--- src/rtl/tpu_pkg.sv ---
`default_nettype none
// ============================================================================
// Module   : tpu_pkg
// Purpose  : Shared types and defaults for the systolic-array drain logic.
// Revision : 1.0  initial release
// ============================================================================
package tpu_pkg;

  // Default accumulator width and array dimension
  localparam int c_bits_c = 16;
  localparam int c_dim    = 8;

  // Drain controller states
  typedef enum logic [1:0] {
    ST_IDLE  = 2'd0,
    ST_DRAIN = 2'd1,
    ST_DONE  = 2'd2
  } drain_state_t;

  // Row index width; a single-row array still needs a 1-bit index port
  function automatic int idx_width(input int dim);
    return (dim > 1) ? $clog2(dim) : 1;
  endfunction

  // Counter width: must be able to hold the value DIM itself
  function automatic int cnt_width(input int dim);
    return $clog2(dim) + 1;
  endfunction

endpackage : tpu_pkg
`default_nettype wire

--- src/rtl/tpu_row_buf.sv ---
`default_nettype none
// ============================================================================
// Module   : tpu_row_buf
// Purpose  : One-entry valid/ready output register. Accepts a new word when
//            empty or when the current word is being consumed this cycle.
// Revision : 1.0  initial release
// ============================================================================
module tpu_row_buf
  import tpu_pkg::*;
#(
  parameter int WIDTH = 8
) (
  input  logic             clk,
  input  logic             rst,
  input  logic             i_load_req,
  input  logic [WIDTH-1:0] i_load_data,
  output logic             o_can_load,
  output logic [WIDTH-1:0] o_data,
  output logic             o_valid,
  input  logic             i_ready
);

  logic             valid_q, valid_d;
  logic [WIDTH-1:0] data_q, data_d;

  // Slot is free when empty or when the held word leaves on this edge
  always_comb begin
    o_can_load = !valid_q || i_ready;
  end

  // Next-state: reload keeps valid high, a bare handshake empties the slot
  always_comb begin
    valid_d = valid_q;
    data_d  = data_q;
    if (i_load_req && o_can_load) begin
      data_d  = i_load_data;
      valid_d = 1'b1;
    end else if (valid_q && i_ready) begin
      valid_d = 1'b0;
    end
  end

  // Output register with synchronous reset
  always_ff @(posedge clk) begin
    if (rst) begin
      valid_q <= 1'b0;
      data_q  <= '0;
    end else begin
      valid_q <= valid_d;
      data_q  <= data_d;
    end
  end

  assign o_data  = data_q;
  assign o_valid = valid_q;

endmodule : tpu_row_buf
`default_nettype wire

--- src/rtl/tpu_c_drain.sv ---
`default_nettype none
// ============================================================================
// Module   : tpu_c_drain
// Purpose  : Unload controller for the systolic MAC array. Shifts accumulated
//            C results down one row per step, captures the bottom row and
//            streams rows out bottom-first on a valid/ready interface.
// Revision : 1.0  initial release
// ============================================================================
module tpu_c_drain
  import tpu_pkg::*;
#(
  parameter int BITS_C = c_bits_c,
  parameter int DIM    = c_dim
) (
  input  logic                      clk,
  input  logic                      rst,
  input  logic                      start,
  input  logic [DIM*BITS_C-1:0]     c_in,
  output logic                      arr_en,
  output logic                      arr_wren,
  output logic [DIM*BITS_C-1:0]     row_data,
  output logic [idx_width(DIM)-1:0] row_idx,
  output logic                      row_valid,
  input  logic                      row_ready,
  output logic                      busy,
  output logic                      done
);

  localparam int c_cnt_w = cnt_width(DIM);
  localparam int c_idx_w = idx_width(DIM);
  localparam int c_row_w = DIM * BITS_C;
  localparam int c_buf_w = c_idx_w + c_row_w;

  localparam logic [c_cnt_w-1:0] c_dim_cnt  = c_cnt_w'(DIM);
  localparam logic [c_cnt_w-1:0] c_last_idx = c_cnt_w'(DIM - 1);
  localparam logic [c_cnt_w-1:0] c_one      = c_cnt_w'(1);

  drain_state_t       state_q, state_d;
  logic [c_cnt_w-1:0] cap_cnt_q, cap_cnt_d;
  logic [c_cnt_w-1:0] sent_cnt_q, sent_cnt_d;
  logic               busy_q, busy_d;
  logic               done_q, done_d;

  logic               w_can_load;
  logic               w_step;
  logic               w_handshake;
  logic [c_cnt_w-1:0] w_idx_full;
  logic [c_idx_w-1:0] w_idx_next;
  logic [c_buf_w-1:0] w_buf_out;

  // Step when rows remain to capture and the output slot can take one;
  // the array shifts on exactly the edges where a row is captured
  always_comb begin
    w_handshake = row_valid && row_ready;
    w_step      = (state_q == ST_DRAIN) && (cap_cnt_q < c_dim_cnt) && w_can_load;
    arr_en      = w_step;
    arr_wren    = w_step;
  end

  // Bottom row leaves first, so the index counts down from DIM-1
  always_comb begin
    w_idx_full = c_last_idx - cap_cnt_q;
    w_idx_next = w_idx_full[c_idx_w-1:0];
  end

  tpu_row_buf #(
    .WIDTH (c_buf_w)
  ) u_row_buf (
    .clk         (clk),
    .rst         (rst),
    .i_load_req  (w_step),
    .i_load_data ({w_idx_next, c_in}),
    .o_can_load  (w_can_load),
    .o_data      (w_buf_out),
    .o_valid     (row_valid),
    .i_ready     (row_ready)
  );

  assign row_idx  = w_buf_out[c_buf_w-1 -: c_idx_w];
  assign row_data = w_buf_out[c_row_w-1:0];

  // Control next-state: counters clear on an accepted start, DONE after
  // the DIM-th handshake, DONE always returns to IDLE after one cycle
  always_comb begin
    state_d    = state_q;
    cap_cnt_d  = cap_cnt_q;
    sent_cnt_d = sent_cnt_q;
    case (state_q)
      ST_IDLE: begin
        if (start) begin
          state_d    = ST_DRAIN;
          cap_cnt_d  = '0;
          sent_cnt_d = '0;
        end
      end
      ST_DRAIN: begin
        if (w_step) begin
          cap_cnt_d = cap_cnt_q + c_one;
        end
        if (w_handshake) begin
          sent_cnt_d = sent_cnt_q + c_one;
          if (sent_cnt_d == c_dim_cnt) begin
            state_d = ST_DONE;
          end
        end
      end
      ST_DONE: begin
        state_d = ST_IDLE;
      end
      default: begin
        state_d = ST_IDLE;
      end
    endcase
    busy_d = (state_d == ST_DRAIN);
    done_d = (state_d == ST_DONE);
  end

  // State, counters and registered status outputs
  always_ff @(posedge clk) begin
    if (rst) begin
      state_q    <= ST_IDLE;
      cap_cnt_q  <= '0;
      sent_cnt_q <= '0;
      busy_q     <= 1'b0;
      done_q     <= 1'b0;
    end else begin
      state_q    <= state_d;
      cap_cnt_q  <= cap_cnt_d;
      sent_cnt_q <= sent_cnt_d;
      busy_q     <= busy_d;
      done_q     <= done_d;
    end
  end

  assign busy = busy_q;
  assign done = done_q;

endmodule : tpu_c_drain
`default_nettype wire

--- config.mk ---
export PLATFORM = sky130hd
export DESIGN_NAME = tpu_c_drain
export DESIGN_NICKNAME = d
export VERILOG_FILES = /design/src/rtl/tpu_pkg.sv /design/src/rtl/tpu_row_buf.sv /design/src/rtl/tpu_c_drain.sv
export SDC_FILE = /design/constraint.sdc
export NUM_CORES = 1
export LEC_CHECK = 0
export CAP_MARGIN = 20
export CORE_AREA = 2 2 105 107
export DETAILED_ROUTE_END_ITERATION = 8
export DIE_AREA = 0 0 107 109
export DONT_BUFFER_PORTS = 1
export GPL_TIMING_DRIVEN = 0
export PLACE_DENSITY = 0.74
export RECOVER_POWER = 50
export SLEW_MARGIN = 20
export SYNTH_ARGS = -nofsm -noshare
export SYNTH_HDL_FRONTEND = slang
export SYNTH_SLANG_ARGS = --single-unit
--- constraint.sdc ---
create_clock -name clk -period 3.2 [get_ports clk]
set_clock_uncertainty 0.2 [all_clocks]
set_input_delay 0.64 -clock clk [delete_from_list [all_inputs] [get_ports clk]]
set_output_delay 0.64 -clock clk [all_outputs]
set_load 0.05 [all_outputs]
After elaboration in Yosys (flattened, before gate mapping):

Cells that the tools add are included.

* input bits: 132
* word-level logic and storage cells: 40
* output and inout port bits: 136
* bits in registers: 144

* reduce and logical (&&, ||, !) cells: 11
* add/subtract/negate cells: 3
* eq/ne operators: 7
* magnitude comparators: 1
* multiplexer cells: 11

Operators with widths (number)
* $pmux 4 s2: 2
* $mux 4: 3
* $add 4x1->4 const B: 2
* $mux 2: 3
* $reduce_and 3->1: 2
* $eq 2x1->1 const B: 2
* $eq 4x4->1 const B: 1
* $logic_and 1x1->1: 4
* $lt 4x4->1 const B: 1
* $ne 2x2->1 const B: 2
* $pmux 2 s2: 1
* $reduce_bool 2->1: 2
* $sub 3x3->3 const A: 1
* $eq 2x2->1 const B: 1
* $logic_not 2->1: 1
* $mux 1: 2
* $ne 2x1->1 const B: 1
* $logic_not 1->1: 1
* $logic_or 1x1->1: 1

Logic depth before layout (Yosys ltp):

* depth after elaboration: 6
* gate-level depth with buffers: 6
* gate-level depth less buffers: 3

By module:

A second synthesis with hierarchy kept.

* cells, all modules: 666
* area total of the unflattened synthesis: 6348.6 um^2

Modules (own cells, without submodules)
* tpu_row_buf: sequential area each 2642.5 um^2, area each 5715.5 um^2, cells an instance 601, times used 1
* tpu_c_drain: sequential area each 240.2 um^2, area each 633.1 um^2, cells an instance 65, times used 1

Worst setup path after synthesis:

Ideal clock, no wire load.

* kind: register to output
* from: register u_row_buf.valid_q, in the netlist u_row_buf.o_valid
* to: output arr_wren
* path buffers: 3
* slack: 256 ps
* data required time: 2360 ps
* cell stages (with the launch flop): 6
* data arrival time: 2104 ps
* cells stage by stage: dfxtp_1 > nor2b_1 > clkbuf_1 > buf_2 > nor2_1 > buf_4

* longest elaborated chain between the ends: 3

Ends and longest elaborated chain
* start, declared: line tpu_row_buf.sv:23 `logic valid_q, valid_d;`
* start signal, assigned: line tpu_row_buf.sv:49 `valid_q <= valid_d;`
* $logic_not 1->1: line tpu_row_buf.sv:28 `o_can_load = !valid_q || i_ready;`
* $logic_or 1x1->1: line tpu_row_buf.sv:28
* $logic_and 1x1->1: line tpu_c_drain.sv:55 `w_step = (state_q == ST_DRAIN) && (cap_cnt_q < c_dim_cnt) && w_can_load;`
* end, declared: line tpu_c_drain.sv:20 `output logic arr_wren,`

No other way between the ends.

Worst setup path in the final report:

* from: register state_q[0]
* to: output arr_wren

* longest elaborated chain between the ends: 3

Ends and longest elaborated chain
* start, declared: line tpu_c_drain.sv:38 `drain_state_t state_q, state_d;`
* start signal, assigned: line tpu_c_drain.sv:127 `state_q <= state_d;`
* $eq 2x1->1: line tpu_c_drain.sv:55
* $logic_and 1x1->1 (2 in a row): line tpu_c_drain.sv:55

No other way between the ends.

==> impl_metrics.env <==
export IMPL_drv_slew=0
export IMPL_worstReg2RegEnd="u_row_buf.o_data[41]$_SDFFE_PP0P_"
export IMPL_final_core_utilization_pct=58.87
export IMPL_vdd_ir_max_mv=0.3794
export IMPL_grtUsageTotal_pct=27.47
export IMPL_grt_setup_unrepaired="false"
export IMPL_grt_remaining_overflow=0
export IMPL_std_cell_rows=38
export IMPL_die_area_um2=11660
export IMPL_synth_area_leader_cell="sky130_fd_sc_hd__dfxtp_1"
export IMPL_critical_path_start_type="flip-flop"
export IMPL_synth_yosys_seq_area_share_pct=52.49
export IMPL_drive_gt1_share_pct=6.368
export IMPL_clock_tree_from_tritoncts="done"
export IMPL_antenna_cells=0
export IMPL_gp_routability_congestion=0.8428
export IMPL_pin_count_of_the_biggest_net_entering_global_routing=17
export IMPL_min_period_ns=3.092
export IMPL_maxCapViolations=0
export IMPL_io_buffer_count=0
export IMPL_synth_edff_count=0
export IMPL_initialDrtViolationCount=402
export IMPL_post_cts_setup_buffers=0
export IMPL_postSynthCellCount=660
export IMPL_critPathCaptureType="output pin"
export IMPL_post_synth_instance_area_um2=5492
export IMPL_filler_cells=959
export IMPL_ys_seq_elements=144
export IMPL_worst_path_max_fanout=10
export IMPL_cts_path_max_buffers=2
export IMPL_syn_mean_instance_area_um2=8.320
export IMPL_core_region_area_um2=10600
export IMPL_final_cells=831
export IMPL_chipHeight_um=109
export IMPL_yosys_most_used_dff="sky130_fd_sc_hd__dfxtp_1"
export IMPL_hold_violations=0
export IMPL_seqCellArea_um2=2884
export IMPL_timing_final_crit_share_pct=96.63
export IMPL_synth_cell_types=35
export IMPL_final_setup_viol_count=0
export IMPL_area_growth_pct=13.67
export IMPL_finalWirelength_um=16800
export IMPL_r2r_cells=5
export IMPL_detail_route_drc_violations=0
export IMPL_place_inst=800
export IMPL_worstMarginPinSlew_ns=0.8309
export IMPL_min_delay_path_depth=2
export IMPL_timing_fmax_mhz=323.4
export IMPL_finish_net_count=813
export IMPL_clkTransAtPathRegs_ns=0.06
export IMPL_outcome="complete, no violations"
export IMPL_mostFrequentLayoutCells="sky130_fd_sc_hd__dfxtp_1 (143), sky130_fd_sc_hd__a21oi_1 (137), sky130_fd_sc_hd__nand3_1 (133), sky130_fd_sc_hd__o21ai_0 (129), sky130_fd_sc_hd__clkbuf_1 (65)"
export IMPL_antenna_found_initial=0
export IMPL_grt_pass1_wl_um=25010
export IMPL_timing_rr_start="state_q[0]$_SDFF_PP0_"
export IMPL_die_w_um=107
export IMPL_timing_hold_worst_endpoint="u_row_buf.o_data[51]$_SDFFE_PP0P_"
export IMPL_h_tree_depth=4
export IMPL_cp_data_arrival_time_ns=2.25
export IMPL_cp_data_required_time_ns=2.36
export IMPL_place_area_um2=5669
export IMPL_synth_top_cells_by_area="sky130_fd_sc_hd__dfxtp_1 (52%), sky130_fd_sc_hd__a21oi_1 (12%), sky130_fd_sc_hd__nand3_1 (12%)"
export IMPL_fin_total_pwr_uw=4615
export IMPL_power_leakage_uw=0.002074
export IMPL_syn_num_nets=794
export IMPL_detailroute_via_count=5174
export IMPL_layout_cells_most_common="sky130_fd_sc_hd__dfxtp_1"
export IMPL_dp_final_hpwl_um=11820
export IMPL_vias_per_cell=6.226
export IMPL_detailedRoute_firstPassIterationCount=5
export IMPL_yosys_warnings=0
export IMPL_cts_root_buffer="sky130_fd_sc_hd__clkbuf_8"
export IMPL_fin_area_um2=6242
export IMPL_start_util_pct=51.79
export IMPL_numCtsBuffers=17
export IMPL_worstHoldStart="c_in[51]"
export IMPL_power_per_cell_area_nw_per_um2=739.3
export IMPL_worst_r2r_setup_slack_ns=0.60
export IMPL_multiInputGateArea_um2=2293
export IMPL_clock_sinks=144
export IMPL_ioPinCount=268
export IMPL_clk_insertion_delay_late_ns=0.51
export IMPL_wire_per_inst_um=20.22
export IMPL_hold_class="in2reg"
export IMPL_netlist_area_leader_share_pct=52.49
export IMPL_timing_worst_setup_path_type="reg2out"
export IMPL_detail_route_antenna_nets=0
export IMPL_via_count_of_the_first_global_routing_pass=4857
export IMPL_max_slew_margin_pct=44.49
export IMPL_async_set_or_reset_flop_fraction_in_the_synthesized_netlist_pct=0
-- cell families (layout without fill, tap and decap cells) --
group                      Yosys count  in the layout  share of synthesized area, %
buffers and inverters               77            108                         5.787
xor gates and xnor gates             1              1                        0.1595
muxes                                1              1                        0.1823
and+or+nand+nor                    158            158                         15.04
DFF                                144            144                         52.49
AOI/OAI and AO/OA                  277            277                         25.88
adders and majority gates            2              2                        0.4556
-- metal layers --
layer | share of wire [%] | track usage (%) | vias up
met5 | 0 | 0 | -
met4 | 1.8 | 10.11 | 0
met3 | 10 | 10.76 | 27
met2 | 50 | 46.36 | 259
met1 | 38 | 31.71 | 2465
li1 | - | - | 2423
-- how the worst max path moves through the flow --
stage | start | endpoint | slack [ns] | depth (start not counted)
2_1_floorplan | u_row_buf.o_valid$_SDFFE_PP0P_ | arr_wren | 0.26 | 5
3_3_place_gp | u_row_buf.o_valid$_SDFFE_PP0P_ | arr_wren | -0.28 | 5
3_5_place_dp | u_row_buf.o_valid$_SDFFE_PP0P_ | arr_wren | 0.09 | 5
4_1_cts | u_row_buf.o_valid$_SDFFE_PP0P_ | arr_wren | 0.04 | 5
5_1_grt | state_q[0]$_SDFF_PP0_ | arr_wren | 0.03 | 5
6_report | state_q[0]$_SDFF_PP0_ | arr_wren | 0.11 | 5
-- per-stage QoR --
step / hold slack, ns / worst slack, ns / setup TNS (ns)
floorplan: 0.2461 / 0.2559 / 0
global placement: 0.2860 / -0.2776 / -0.2776
detailed placement: 0.2820 / 0.08853 / 0
CTS: 0.04842 / 0.04048 / 0
global route: 0.05023 / 0.03177 / 0
finish: 0.07016 / 0.1078 / 0
-- where the power goes --
group	switching [uW]	leakage [uW]	internal, uW	total [uW]
clock network	740	0.000271	1180	1920
registers	429	0.00118	1900	2330
logic	251	0.000626	118	369
total	1420	0.00207	3190	4620
-- critical path, stage by stage (launching register included) --
cell                      delay, ns
sky130_fd_sc_hd__dfxtp_1       0.43
sky130_fd_sc_hd__or3b_1        0.39
sky130_fd_sc_hd__buf_6         0.15
sky130_fd_sc_hd__buf_6         0.15
sky130_fd_sc_hd__nor2_4        0.39
sky130_fd_sc_hd__buf_6         0.23
-- flip-flops by register name, summed over array words and instances (netlist names) --
name,flops
busy,1
u_row_buf.o_valid,1
state_q,2
u_row_buf.o_data,131
cap_cnt_q,4
sent_cnt_q,4
done,1
-- cell usage after synthesis, types with 2 or more instances --
cell / n
sky130_fd_sc_hd__dfxtp_1: 144
sky130_fd_sc_hd__a21oi_1: 137
sky130_fd_sc_hd__nand3_1: 133
sky130_fd_sc_hd__o21ai_0: 129
sky130_fd_sc_hd__clkbuf_1: 63
sky130_fd_sc_hd__buf_2: 8
sky130_fd_sc_hd__nand2_1: 5
sky130_fd_sc_hd__buf_1: 3
sky130_fd_sc_hd__nand2b_1: 3
sky130_fd_sc_hd__a211oi_1: 2
sky130_fd_sc_hd__a311oi_1: 2
sky130_fd_sc_hd__buf_6: 2
sky130_fd_sc_hd__ha_1: 2
sky130_fd_sc_hd__nor2b_1: 2
sky130_fd_sc_hd__nor4_1: 2
sky130_fd_sc_hd__o211ai_1: 2
sky130_fd_sc_hd__o31a_1: 2
sky130_fd_sc_hd__or3_1: 2
-- area by class of cell --
type,count,share of cell area (%)
flip-flops and latches,144,46.20
multi-input cells,439,36.74
clock buffers,20,6.815
plain buffers,77,5.171
well taps,140,2.806
clock inverters,11,2.265
-- what timing repair did --
item,in CTS,in global routing
pin swaps,0,1
resized for setup,3,1
hold buffers,0,0
endpoints found under the setup margin,2,1
No activity file was read; power rests on OpenSTA's default activity.
